`src/rtl/dcfifo_rd_packer.sv`:
```
// dcfifo_rd_packer: read-side drain stage for a show-ahead dcfifo.
// Pops words whenever the FIFO has data and downstream room allows.
// Packs PACK consecutive words into one wide beat, with m_last on
// every BURST_LEN-th beat.
// Optional feature macro: DCFIFO_RD_SEQ_CHK_EN compiles in a popped-word
// sequence checker driving seq_err. Without it, seq_err is tied low.
module dcfifo_rd_packer #(
  parameter int DWIDTH    = 12,
  parameter int PACK      = 2,
  parameter int BURST_LEN = 16
) (
  input  logic                     rdclk,
  input  logic                     rst,
  input  logic [DWIDTH-1:0]        fifo_q,
  input  logic                     fifo_rdempty,
  output logic                     fifo_rdreq,
  output logic [DWIDTH*PACK-1:0]   m_data,
  output logic                     m_valid,
  input  logic                     m_ready,
  output logic                     m_last,
  output logic [15:0]              beat_cnt,
  output logic                     seq_err
);

  localparam int LW = (PACK > 1) ? $clog2(PACK) : 1;
  localparam int BW = (BURST_LEN > 1) ? $clog2(BURST_LEN) : 1;
  localparam logic [LW-1:0] LAST_LANE = LW'(PACK - 1);
  localparam logic [BW-1:0] LAST_BEAT = BW'(BURST_LEN - 1);

  logic [LW-1:0]          lane;
  logic [BW-1:0]          burst_idx;
  logic                   pop_last;
  logic [DWIDTH*PACK-1:0] beat_next;

  // The final-lane pop is the only one that needs room in the output
  // register; earlier lanes can always fill the accumulator.
  assign fifo_rdreq = !rst && !fifo_rdempty &&
                      (lane != LAST_LANE || !m_valid || m_ready);
  assign pop_last   = fifo_rdreq && (lane == LAST_LANE);

  generate
    if (PACK > 1) begin : g_acc
      logic [DWIDTH*(PACK-1)-1:0] acc;

      // Capture each non-final word into its lane of the accumulator.
      always_ff @(posedge rdclk) begin
        if (rst) begin
          acc <= '0;
        end else if (fifo_rdreq && !pop_last) begin
          for (int i = 0; i < PACK - 1; i++) begin
            if (lane == LW'(i)) begin
              acc[i*DWIDTH +: DWIDTH] <= fifo_q;
            end
          end
        end
      end

      assign beat_next = {fifo_q, acc};
    end else begin : g_no_acc
      assign beat_next = fifo_q;
    end
  endgenerate

  // Lane tracking, beat formation, output handshake and beat counting.
  always_ff @(posedge rdclk) begin
    if (rst) begin
      lane      <= '0;
      burst_idx <= '0;
      m_data    <= '0;
      m_valid   <= 1'b0;
      m_last    <= 1'b0;
      beat_cnt  <= '0;
    end else begin
      if (fifo_rdreq) begin
        if (pop_last) begin
          lane      <= '0;
          m_data    <= beat_next;
          m_last    <= (burst_idx == LAST_BEAT);
          burst_idx <= (burst_idx == LAST_BEAT) ? '0 : burst_idx + BW'(1);
        end else begin
          lane <= lane + LW'(1);
        end
      end
      if (pop_last) begin
        m_valid <= 1'b1;
      end else if (m_valid && m_ready) begin
        m_valid <= 1'b0;
      end
      if (m_valid && m_ready) begin
        beat_cnt <= beat_cnt + 16'd1;
      end
    end
  end

`ifdef DCFIFO_RD_SEQ_CHK_EN
  logic              seeded;
  logic [DWIDTH-1:0] prev_word;

  // Each popped word must follow the previous one by +1; a value of 1
  // restarts the count, and the first pop after reset only seeds it.
  always_ff @(posedge rdclk) begin
    if (rst) begin
      seeded    <= 1'b0;
      prev_word <= '0;
      seq_err   <= 1'b0;
    end else if (fifo_rdreq) begin
      seeded    <= 1'b1;
      prev_word <= fifo_q;
      if (seeded && fifo_q != DWIDTH'(1) && fifo_q != prev_word + DWIDTH'(1)) begin
        seq_err <= 1'b1;
      end
    end
  end
`else
  assign seq_err = 1'b0;
`endif

endmodule

```
`config.mk`:
```
export PLATFORM = sky130hd
export DESIGN_NAME = dcfifo_rd_packer
export DESIGN_NICKNAME = d
export VERILOG_FILES = /design/src/rtl/dcfifo_rd_packer.sv
export SDC_FILE = /design/constraint.sdc
export NUM_CORES = 1
export LEC_CHECK = 0
export BUFFER_PORTS_ARGS = -buffer_cell sky130_fd_sc_hd__buf_2
export CAP_MARGIN = 20
export CORE_MARGIN = 4
export CORE_UTILIZATION = 30
export CTS_BUF_LIST = sky130_fd_sc_hd__clkbuf_4
export CTS_CLUSTER_SIZE = 20
export DETAILED_ROUTE_END_ITERATION = 16
export PLACE_DENSITY_LB_ADDON = 0.12
export SLEW_MARGIN = 20
export SYNTH_ARGS = -nofsm -noshare
export SYNTH_HDL_FRONTEND = slang
export SYNTH_SLANG_ARGS = --single-unit
```
`constraint.sdc`:
```
create_clock -name rdclk -period 3.7 [get_ports rdclk]
set_input_delay 1.11 -clock rdclk [delete_from_list [all_inputs] [get_ports rdclk]]
set_output_delay 1.11 -clock rdclk [all_outputs]
set_load 0.01 [all_outputs]
```
==> summary.txt, run 1 <==
Critical path
  • R2R setup slack: 1.93 ns
  • FF-to-FF path depth: 5
  • Most common cell on crit path: buf_2
  • Max incr delay on CP: 0.25 ns
  • Kind of critical path: in -> out
  • Slowest-stage cell, CP: nand2b_1
  • Required @ worst endpoint: 2.59 ns
  • Critical-path cell list: buf_2 > nand2b_1 > o21a_1 > buf_2
  • Worst Path Max Fanout: 5
  • Arrival @ worst endpoint: 1.84 ns
  • FF-to-FF Start: m_valid
  • CP Launch Type: primary input
  • Terminus of the critical flop-to-flop path: m_data[4]
  • CP Capture Type: primary output

CTS
  • CTS Root Buffer Type: clkbuf_4
  • Post-CTS setup buffers: 0
  • Num CTS Buffers: 9
  • Clock latency on the worst-skew pair: 0.39 ns
  • TritonCTS clock tree: done
  • Post-CTS resize count: 0
  • Clock slew seen by the registers of the worst setup and hold paths: 0.10 ns
  • Clock Tree Buf Depth: 2
  • Post-CTS Hold Fix Bufs: 0
  • Deepest level of the CTS H-tree: 3
  • Sink Count: 59

STA
  • Max_slew headroom: 0.545
  • Clock period minus worst slack: 2.95 ns
  • Unrepaired setup endpoints after global routing: no
  • Clock Skew: 0.0163 ns
  • Setup_tns: 0 ns
  • Least-Margin Pin Slew: 0.682 ns
  • Slew Limit Fails: 0
  • Final setup vio count: 0
  • Period utilization: 0.798
  • Fmax: 339 MHz
  • Fin. Hold Viols: 0

Detailed routing
  • DRC Markers: 0
  • DR vias/cell: 4.64
  • Drt wl/cell: 12.2 um
  • Final WL: 5370 um
  • Antenna Nets Post-Route: 0
  • Routed vias: 2046
  • DRT iter0 DRCs: 76
  • First drt pass iteration count: 4

Pwr
  • NetSw: 296 uW
  • Max VDD drop: 0.199 mV
  • Clk pwr share: 0.418
  • Internal power: 941 uW
  • Leakage: 0.00116 uW
  • Sw frac: 0.240
  • Logic pwr share: 0.053
  • Pwr/cell area: 435 nW/um2
  • Sequential Power Share: 0.529

Cells and area
  • Share of cells above drive strength 1: 0.254
  • P&R area growth vs syn: 23.5%
  • Design area: 2840 um2
  • Fillers: 826
  • NumNets Final: 355
  • Layout Utilization: 0.386
  • Antenna diodes: 0

Global route
  • Tot GR Track Use: 0.126
  • Grt ovf: 0
  • First-pass GRT wire length: 8860 um
  • Initial antenna violation count: 0
  • Number of global-route vias before repair: 1864
  • Maximum number of pins on one net before global-route repair: 66

Synth
  • Post-synthesis adder-cell area fraction: 0.0109
  • Largest family of logic cells by synthesized area: simple AND/OR/NAND/NOR gates
  • Post-Synth XOR/XNOR Area: 0.0343
  • Compound-Gate Fraction of Synth Area: 0.128
  • Multiplexer share of the synthesized area: 0.0147
  • Synth Area in Simple Gates: 0.261
  • Mean Syn Cell Area: 8.25 um2
  • Post-synthesis net count: 297
  • Post-synthesis register bit count: 59
  • Sequential fraction of the synthesis area: 0.513
  • Post-Synthesis Cell Area: 2300 um2
  • Number of synthesis warnings: 0
  • Unique masters post-synth: 33
  • Post-Synthesis Cells: 279

Floorplan
  • Initial Util: 0.312
  • CORE AREA: 7370 um2
  • IO Count: 60
  • Row cnt: 31
  • Die span in y: 95.6 um
  • Die area: 9130 um2
  • Die X: 95.6 um

Place
  • Cell Area, Placed: 2680 um2
  • I/O Buffers: 58
  • HPWL after DPL: 3580 um
  • Routability congestion estimate: 0.667

Run
  • MaxCap Viol Count: 0

Hold path
  • Hold depth: 2
  • Worst Hold End: m_data[6]
  • HP Start: g_acc.acc[6]
  • HP Class: reg -> reg

Run status
  • Outcome: finished, final reports clean
## cell families (layout without fill, tap and decap cells)
kind of cell               Yosys count  after routing
and+or+nand+nor                    131            131
DFF                                 59             59
buffers and inverters               19             82
xor gates and xnor gates             9              9
other                                1              1
adders and majority gates            2              2
muxes                                3              3
AOI/OAI and AO/OA                   55             55
## per-layer routing
layer	GRT usage	wire [um]	up-vias
li1	-	-	1043
met1	0.176	2680	949
met2	0.171	2300	44
met3	0.0355	276	10
met4	0.0687	105	0
met5	0	0	-
## synth_stat cells (all sizes together)
| cell | instances | area [um2] |
|---|---|---|
| nor3 | 5 | 25.0 |
| nand2 | 84 | 315 |
| nand2b | 3 | 18.8 |
| a21oi | 46 | 230 |
| mux2 | 3 | 33.8 |
| a211oi | 2 | 15.0 |
| o21ai | 2 | 10.0 |
| nand4 | 3 | 25.0 |
| conb | 1 | 3.75 |
| or3 | 2 | 12.5 |
| nor2b | 3 | 18.8 |
| buf | 8 | 41.3 |
| nand3 | 9 | 57.6 |
| nor2 | 15 | 56.3 |
| clkbuf | 8 | 30.0 |
| o21a | 1 | 7.51 |
| inv | 3 | 11.3 |
| ha | 2 | 25.0 |
| and2 | 1 | 6.26 |
| a31o | 2 | 17.5 |
| nor4 | 3 | 46.3 |
| and3 | 3 | 18.8 |
| xor2 | 3 | 26.3 |
| a31oi | 1 | 6.26 |
| a41oi | 1 | 8.76 |
| xnor2 | 6 | 52.6 |
| dfxtp | 59 | 1180 |
## sequential cells by signal, summed over array words and instances (netlist names)
signal and cells:
lane 1, burst_idx 4, m_last 1, beat_cnt 16, m_data 24, g_acc.acc 12, m_valid 1
## metrics by stage
| step | worst slack, ns | total power, uW | instances | hold WS [ns] |
|---|---|---|---|---|
| CTS | 0.754 | 1260 | 441 | 0.456 |
| detailed placement | 0.759 | 736 | 425 | 0.443 |
| floorplan | 1.09 | 707 | 279 | 0.432 |
| global placement | 0.761 | 735 | 425 | 0.438 |
| global route | 0.713 | 1300 | 441 | 0.477 |
| finish | 0.747 | 1240 | 441 | 0.454 |
## worst max-delay path, delay by kind of cell
family / cells / cell delay (ns)
buffers and inverters: 2 / 0.27
AOI/OAI and AO/OA: 1 / 0.21
and+or+nand+nor: 1 / 0.25
## final cells by class
class / count / area, um2 / area share
Clock buffer: 9 / 67.6 / 0.0238
Tap cell: 99 / 124 / 0.0436
Multi-Input combinational cell: 201 / 1040 / 0.365
Clock inverter: 7 / 92.6 / 0.0326
Sequential cell: 59 / 1180 / 0.416
Timing Repair Buffer: 63 / 328 / 0.115
Inverter: 3 / 11.3 / 0.00396
## cell usage in the layout (no fill, tap or decap), types with 2 or more instances in the layout
cell type	count
nand3_1	8
mux2_2	2
buf_2	58
nand2b_1	3
ha_1	2
nor4_2	2
a31o_2	2
dfxtp_1	59
and3_1	3
a211oi_1	2
clkinvlp_4	2
or3_1	2
bufinv_16	2
nor2b_1	3
inv_1	3
nand2_1	84
nand4_1	2
xnor2_1	6
nor2_1	15
nor3_1	5
o21ai_0	2
buf_4	5
xor2_1	3
a21oi_1	46
clkbuf_4	9
## worst max-delay path by stage
stage | from | end | slack [ns] | cells after the start
final | m_ready | fifo_rdreq | 0.75 | 4
after global routing | m_ready | fifo_rdreq | 0.71 | 4
after CTS | m_ready | fifo_rdreq | 0.75 | 4
after detailed placement | m_ready | fifo_rdreq | 0.76 | 4
after global placement | m_ready | fifo_rdreq | 0.76 | 4
after floorplan | fifo_rdempty | fifo_rdreq | 1.09 | 2
## power by group through the flow
stage | Sequential (uW) | Clock, uW | Combinational [uW]
after floorplan | 670 | 0 | 37.4
after global placement | 668 | 0 | 67.0
after detailed placement | 668 | 0 | 67.6
after CTS | 654 | 541 | 67.6
after global routing | 656 | 572 | 74.9
final | 654 | 517 | 65.7
No activity file was read; power rests on OpenSTA's default activity.
==> run 2, diff against run 1 <==
--- a/config.mk
+++ b/config.mk
@@ -5,6 +5,7 @@
 export SDC_FILE = /design/constraint.sdc
 export NUM_CORES = 1
 export LEC_CHECK = 0
+export ABC_AREA = 1
 export BUFFER_PORTS_ARGS = -buffer_cell sky130_fd_sc_hd__buf_2
 export CAP_MARGIN = 20
 export CORE_MARGIN = 4
==> constraint.sdc (replaced) <==
create_clock -name rdclk -period 2.4 [get_ports rdclk]
set_input_delay 0.72 -clock rdclk [delete_from_list [all_inputs] [get_ports rdclk]]
set_output_delay 0.72 -clock rdclk [all_outputs]
set_load 0.01 [all_outputs]
==> run 2 against run 1 <==
Clock-buffer cell count increased by 1. Utilization decreased by 1.1 points. Sequential share of layout area decreased by 3.0 points. Critical path depth is 1 higher. Largest cell class unchanged. Worst setup slack lost 0.39 ns. Clock skew decreased by 0.0056 ns.
==> summary.txt, run 2 <==
Run status
  • Outcome: finished, final reports clean

CTS
  • Post-CTS resize count: 0
  • Deepest level of the CTS H-tree: 3
  • TritonCTS clock tree: done
  • Num CTS Buffers: 9
  • Clock latency on the worst-skew pair: 0.39 ns
  • Post-CTS setup buffers: 0
  • Sink Count: 59
  • Clock Tree Buf Depth: 2
  • Post-CTS Hold Fix Bufs: 0
  • Clock slew seen by the registers of the worst setup and hold paths: 0.11 ns
  • CTS Root Buffer Type: clkbuf_4

Detailed routing
  • DR vias/cell: 4.41
  • First drt pass iteration count: 4
  • DRC Markers: 0
  • DRT iter0 DRCs: 62
  • Drt wl/cell: 12.1 um
  • Final WL: 5950 um
  • Routed vias: 2160
  • Antenna Nets Post-Route: 0

STA
  • Fin. Hold Viols: 0
  • Unrepaired setup endpoints after global routing: no
  • Setup_tns: 0 ns
  • Fmax: 489 MHz
  • Min Hold Slack: 0.466 ns
  • Max_slew headroom: 0.651
  • Clock period minus worst slack: 2.04 ns
  • Clock Skew: 0.0106 ns
  • Slew Limit Fails: 0
  • Period utilization: 0.852
  • Final setup vio count: 0
  • Least-Margin Pin Slew: 0.523 ns

Synth
  • Post-Synthesis Cells: 320
  • Number of synthesis warnings: 0
  • Top cell type's share of synthesized area: 0.470
  • Leading area contributor after synthesis: dfxtp_1
  • Top post-synthesis cells by count: 67 x nand2_1, 59 x dfxtp_1, 54 x nor2_1, 21 x inv_1, 21 x nand2_2
  • Synth top area cells: dfxtp_1 47%, nand2_1 10%, nor2_1 8.1%
  • Post-synth EDFFs: 0
  • Post-synthesis net count: 338
  • Post-synthesis register bit count: 59
  • Primary FF master, synth: dfxtp_1
  • Mean Syn Cell Area: 7.85 um2
  • Unique masters post-synth: 27
  • Post-Synthesis Cell Area: 2510 um2
  • Sequential fraction of the synthesis area: 0.470
  • Ys async rst share: 0
  • Top-count cell post-synth: nand2_1

Global route
  • Number of global-route vias before repair: 2126
  • Grt ovf: 0
  • Initial antenna violation count: 0
  • Tot GR Track Use: 0.131
  • Maximum number of pins on one net before global-route repair: 34
  • First-pass GRT wire length: 10300 um

Place
  • Routability congestion estimate: 0.685
  • Cell Area, Placed: 2880 um2
  • HPWL after DPL: 4170 um
  • I/O Buffers: 58

Cells and area
  • Top flop regs: m_data x24, beat_cnt x16, g_acc.acc x12
  • Most frequent cells in the layout: 67 x nand2_1, 59 x dfxtp_1, 58 x buf_2
  • Antenna diodes: 0
  • NumNets Final: 398
  • Design area: 3060 um2
  • Fillers: 902
  • Largest Register: m_data
  • Share of cells above drive strength 1: 0.325
  • Max reg flops: 24
  • Commonest non-fill, non-tap cell in the layout: nand2_1
  • P&R area growth vs syn: 21.8%

Floorplan
  • Die area: 9900 um2
  • Row cnt: 33
  • CORE AREA: 8180 um2
  • Die span in y: 99.5 um
  • Initial Util: 0.307
  • IO Count: 60
  • Die X: 99.5 um

Critical path
  • Worst Path Max Fanout: 2
  • R2R setup slack: 0.79 ns
  • Kind of critical path: in -> out
  • CP Launch Type: primary input
  • CP Capture Type: primary output
  • Required @ worst endpoint: 1.68 ns
  • Arrival @ worst endpoint: 1.32 ns

Pwr
  • NetSw: 457 uW
  • Max VDD drop: 0.200 mV
  • Clk pwr share: 0.442
  • Sequential Power Share: 0.499
  • Pwr/cell area: 665 nW/um2
  • Leakage: 0.00129 uW
  • Sw frac: 0.225
  • Internal power: 1580 uW
  • Logic pwr share: 0.059
  • Total power: 2030 uW

Hold path
  • HP Class: reg -> reg

Run
  • MaxCap Viol Count: 0
-- run 2: cell count changes in the layout (fill, tap and decap cells not counted), moves of 17 or more --
cell     previous run  this run
a21oi_1            46        18
inv_1               3        21
nor2_1             15        54
a21oi_2             0        20
nand2_1            84        67
nand2_2             0        21
-- run 2: layout make-up --
| class | instances | area [um2] | share of cell area |
|---|---|---|---|
| clock buffer | 10 | 75.1 | 0.0245 |
| timing repair buffer | 63 | 340 | 0.111 |
| sequential | 59 | 1180 | 0.386 |
| clock inverter | 6 | 104 | 0.0339 |
| tap | 105 | 131 | 0.0429 |
| inverter | 22 | 83.8 | 0.0274 |
| multi-input combinational | 225 | 1140 | 0.374 |
-- run 2: kinds of logic (layout without fill, tap and decap cells) --
group,Yosys count,count (layout),share of synthesized area
DFF,59,59,0.470
and+or+nand+nor,163,163,0.291
other,1,1,0.00149
xor gates and xnor gates,2,2,0.00697
buffers and inverters,36,101,0.0747
AOI/OAI and AO/OA,57,57,0.145
adders and majority gates,2,2,0.00996
-- run 2: power by group through the flow --
stage / Clock (uW) / Combinational [uW] / Sequential, uW
floorplan: 0 / 75.6 / 1040
global placement: 0 / 121 / 1040
CTS: 939 / 123 / 1020
finish: 899 / 119 / 1010
detailed placement: 0 / 122 / 1040
global route: 984 / 136 / 1020
-- run 2: through the flow --
| stage | cells | setup WS, ns | util |
|---|---|---|---|
| final | 490 | 0.356 | 0.374 |
| after global routing | 490 | 0.280 | 0.374 |
| after CTS | 490 | 0.326 | 0.374 |
| after detailed placement | 474 | 0.284 | 0.352 |
| after global placement | 474 | 0.323 | 0.352 |
| after floorplan | 320 | 0.322 | - |
-- run 2: routing by layer --
| layer | up-vias | share of wire | track usage | wire (um) |
|---|---|---|---|---|
| li1 | 1134 | - | - | - |
| met1 | 966 | 0.47 | 0.167 | 2830 |
| met2 | 48 | 0.44 | 0.200 | 2630 |
| met3 | 12 | 0.062 | 0.0435 | 370 |
| met4 | 0 | 0.021 | 0.0599 | 123 |
| met5 | - | 0 | 0 | 0 |
-- run 2: critical path, cell delays in order --
cell	delay, ns
buf_2	0.12
nor3_2	0.21
inv_1	0.08
nand2_1	0.06
buf_2	0.12
-- run 2: path summary, 6_finish.rpt --
check                             startpoint           end  cells past startpoint
worst min register to register  g_acc.acc[3]     m_data[3]                      2
worst min-delay path            g_acc.acc[3]     m_data[3]                      2
worst max-delay path            fifo_rdempty    fifo_rdreq                      5
worst max register to register       m_valid  burst_idx[2]                      5
==> run 3, diff against run 2 <==
--- a/config.mk
+++ b/config.mk
@@ -13,8 +13,6 @@
 export CTS_BUF_LIST = sky130_fd_sc_hd__clkbuf_4
 export CTS_CLUSTER_SIZE = 20
 export DETAILED_ROUTE_END_ITERATION = 16
-export PLACE_DENSITY_LB_ADDON = 0.12
-export SLEW_MARGIN = 20
 export SYNTH_ARGS = -nofsm -noshare
 export SYNTH_HDL_FRONTEND = slang
 export SYNTH_SLANG_ARGS = --single-unit
==> run 3 against run 2 <==
Design area shrank 1.6%. Total power fell by 12%. Cell count increased by 0.41%. Utilization shrank 0.61 points. Maximum frequency up 1.5%. Sequential share of layout area up 0.64 points. Worst setup slack improved by 0.030 ns. Register-to-register slack gained 0.17 ns. Hold slack got worse by 0.0014 ns. Critical path depth unchanged. Critical endpoint unchanged.
==> summary.txt, run 3 (same netlist as run 2, synthesis figures left out) <==
Cells and area
  • Most frequent cells in the layout: 67 x nand2_1, 59 x dfxtp_1, 58 x buf_2
  • Share of cells above drive strength 1: 0.323
  • Top flop regs: m_data x24, beat_cnt x16, g_acc.acc x12
  • Commonest non-fill, non-tap cell in the layout: nand2_1
  • P&R area growth vs syn: 19.8%
  • Max reg flops: 24
  • Antenna diodes: 0
  • NumNets Final: 400
  • Largest Register: m_data

Critical path
  • CP Launch Type: primary input
  • Worst Path Max Fanout: 2
  • CP Capture Type: primary output
  • Arrival @ worst endpoint: 1.29 ns
  • FF-to-FF path depth: 6
  • Critical-path cell list: buf_2 > nor3_2 > inv_1 > nand2_1 > buf_2
  • Terminus of the critical flop-to-flop path: m_data[23]
  • FF-to-FF Start: m_valid
  • Max incr delay on CP: 0.19 ns
  • Most common cell on crit path: buf_2
  • Slowest-stage cell, CP: nor3_2
  • Worst Setup SP: fifo_rdempty
  • R2R setup slack: 0.96 ns
  • Kind of critical path: in -> out
  • Required @ worst endpoint: 1.68 ns

CTS
  • Sink Count: 59
  • Deepest level of the CTS H-tree: 3
  • Post-CTS setup buffers: 0
  • Num CTS Buffers: 9
  • Post-CTS Hold Fix Bufs: 0
  • TritonCTS clock tree: done
  • Clock slew seen by the registers of the worst setup and hold paths: 0.09 ns
  • Clock Tree Buf Depth: 2
  • Clock latency on the worst-skew pair: 0.39 ns
  • CTS Root Buffer Type: clkbuf_4
  • Post-CTS resize count: 0

STA
  • Fin. Hold Viols: 0
  • Fin worst setup slack: 0.386 ns
  • Fmax: 497 MHz
  • Slew Limit Fails: 0
  • Clock Skew: 0.00947 ns
  • Clock period minus worst slack: 2.01 ns
  • Final setup vio count: 0
  • Unrepaired setup endpoints after global routing: no
  • Setup_tns: 0 ns
  • Period utilization: 0.839

Detailed routing
  • Routed vias: 2202
  • DRC Markers: 0
  • Final WL: 5880 um
  • First drt pass iteration count: 4
  • Drt wl/cell: 12.0 um
  • DRT iter0 DRCs: 76
  • DR vias/cell: 4.48
  • Antenna Nets Post-Route: 0

Hold path
  • HP Start: g_acc.acc[2]
  • HP Class: reg -> reg
  • Hold depth: 2
  • Worst Hold End: m_data[2]

Global route
  • Initial antenna violation count: 0
  • Maximum number of pins on one net before global-route repair: 33
  • Grt ovf: 0
  • GRT busiest layer: met2
  • Met3 Use GR: 0.0575
  • GR Layer Usage met1: 0.146
  • GR Util met2: 0.201
  • First-pass GRT wire length: 9720 um
  • Number of global-route vias before repair: 2127
  • Tot GR Track Use: 0.124

Pwr
  • Total power: 1790 uW
  • Pwr/cell area: 596 nW/um2
  • Leakage: 0.00126 uW
  • Max VDD drop: 0.327 mV

Place
  • Worst slack at placement: 0.383 ns
  • I/O Buffers: 58
  • Routability congestion estimate: 0.723
  • HPWL after DPL: 4280 um

Floorplan
  • Initial Util: 0.307
  • CORE AREA: 8180 um2
  • Die area: 9900 um2
  • IO Count: 60
  • Row cnt: 33
  • Die X: 99.5 um
  • Die span in y: 99.5 um

Run status
  • Outcome: finished, final reports clean

Run
  • MaxCap Viol Count: 0
## run 3: changes by cell type in the layout (fill, tap and decap cells not counted), sizes merged
| cell | previous run | this run |
|---|---|---|
| clkinv | 4 | 6 |
| bufinv | 3 | 1 |
| clkinvlp | 0 | 1 |
| buf | 63 | 65 |
| clkbuf | 10 | 9 |
## run 3: final cells by class
type	instances	area, um2
fill	881	5170
clock buffer	9	67.6
tap	105	131
clock inverter	7	58.8
multi-input combinational	225	1140
timing repair buffer	65	343
inverter	22	83.8
sequential	59	1180
## run 3: power breakdown
| part | internal, uW | switching, uW | leakage [uW] |
|---|---|---|---|
| registers | 1000 | 13.8 | 0.000478 |
| clock network | 304 | 357 | 0.0000682 |
| logic | 41.1 | 77.2 | 0.000717 |
## run 3: worst max-delay path by stage
stage / to / slack, ns / cells past startpoint
after floorplan: fifo_rdreq / 0.32 / 5
after global placement: fifo_rdreq / 0.42 / 5
after detailed placement: fifo_rdreq / 0.38 / 5
after CTS: fifo_rdreq / 0.38 / 5
after global routing: fifo_rdreq / 0.30 / 5
final: fifo_rdreq / 0.39 / 5
## run 3: worst max-delay path: cells and delay by family
family	cells	cell delay (ns)
buffers and inverters	3	0.32
and+or+nand+nor	2	0.25
## run 3: layer usage
layer | vias to the layer above | wire (um)
li1 | 1137 | -
met1 | 1006 | 2620
met2 | 52 | 2780
met3 | 7 | 435
met4 | 0 | 48
met5 | - | 0
## run 3: stage by stage
stage | cells | hold slack, ns | instance area [um2] | utilization
2_1_floorplan | 320 | 0.438 | 2510 | -
3_3_place_gp | 476 | 0.453 | 2880 | 0.353
3_5_place_dp | 476 | 0.454 | 2880 | 0.353
4_1_cts | 492 | 0.469 | 3010 | 0.368
5_1_grt | 492 | 0.489 | 3010 | 0.368
6_report | 492 | 0.465 | 3010 | 0.368
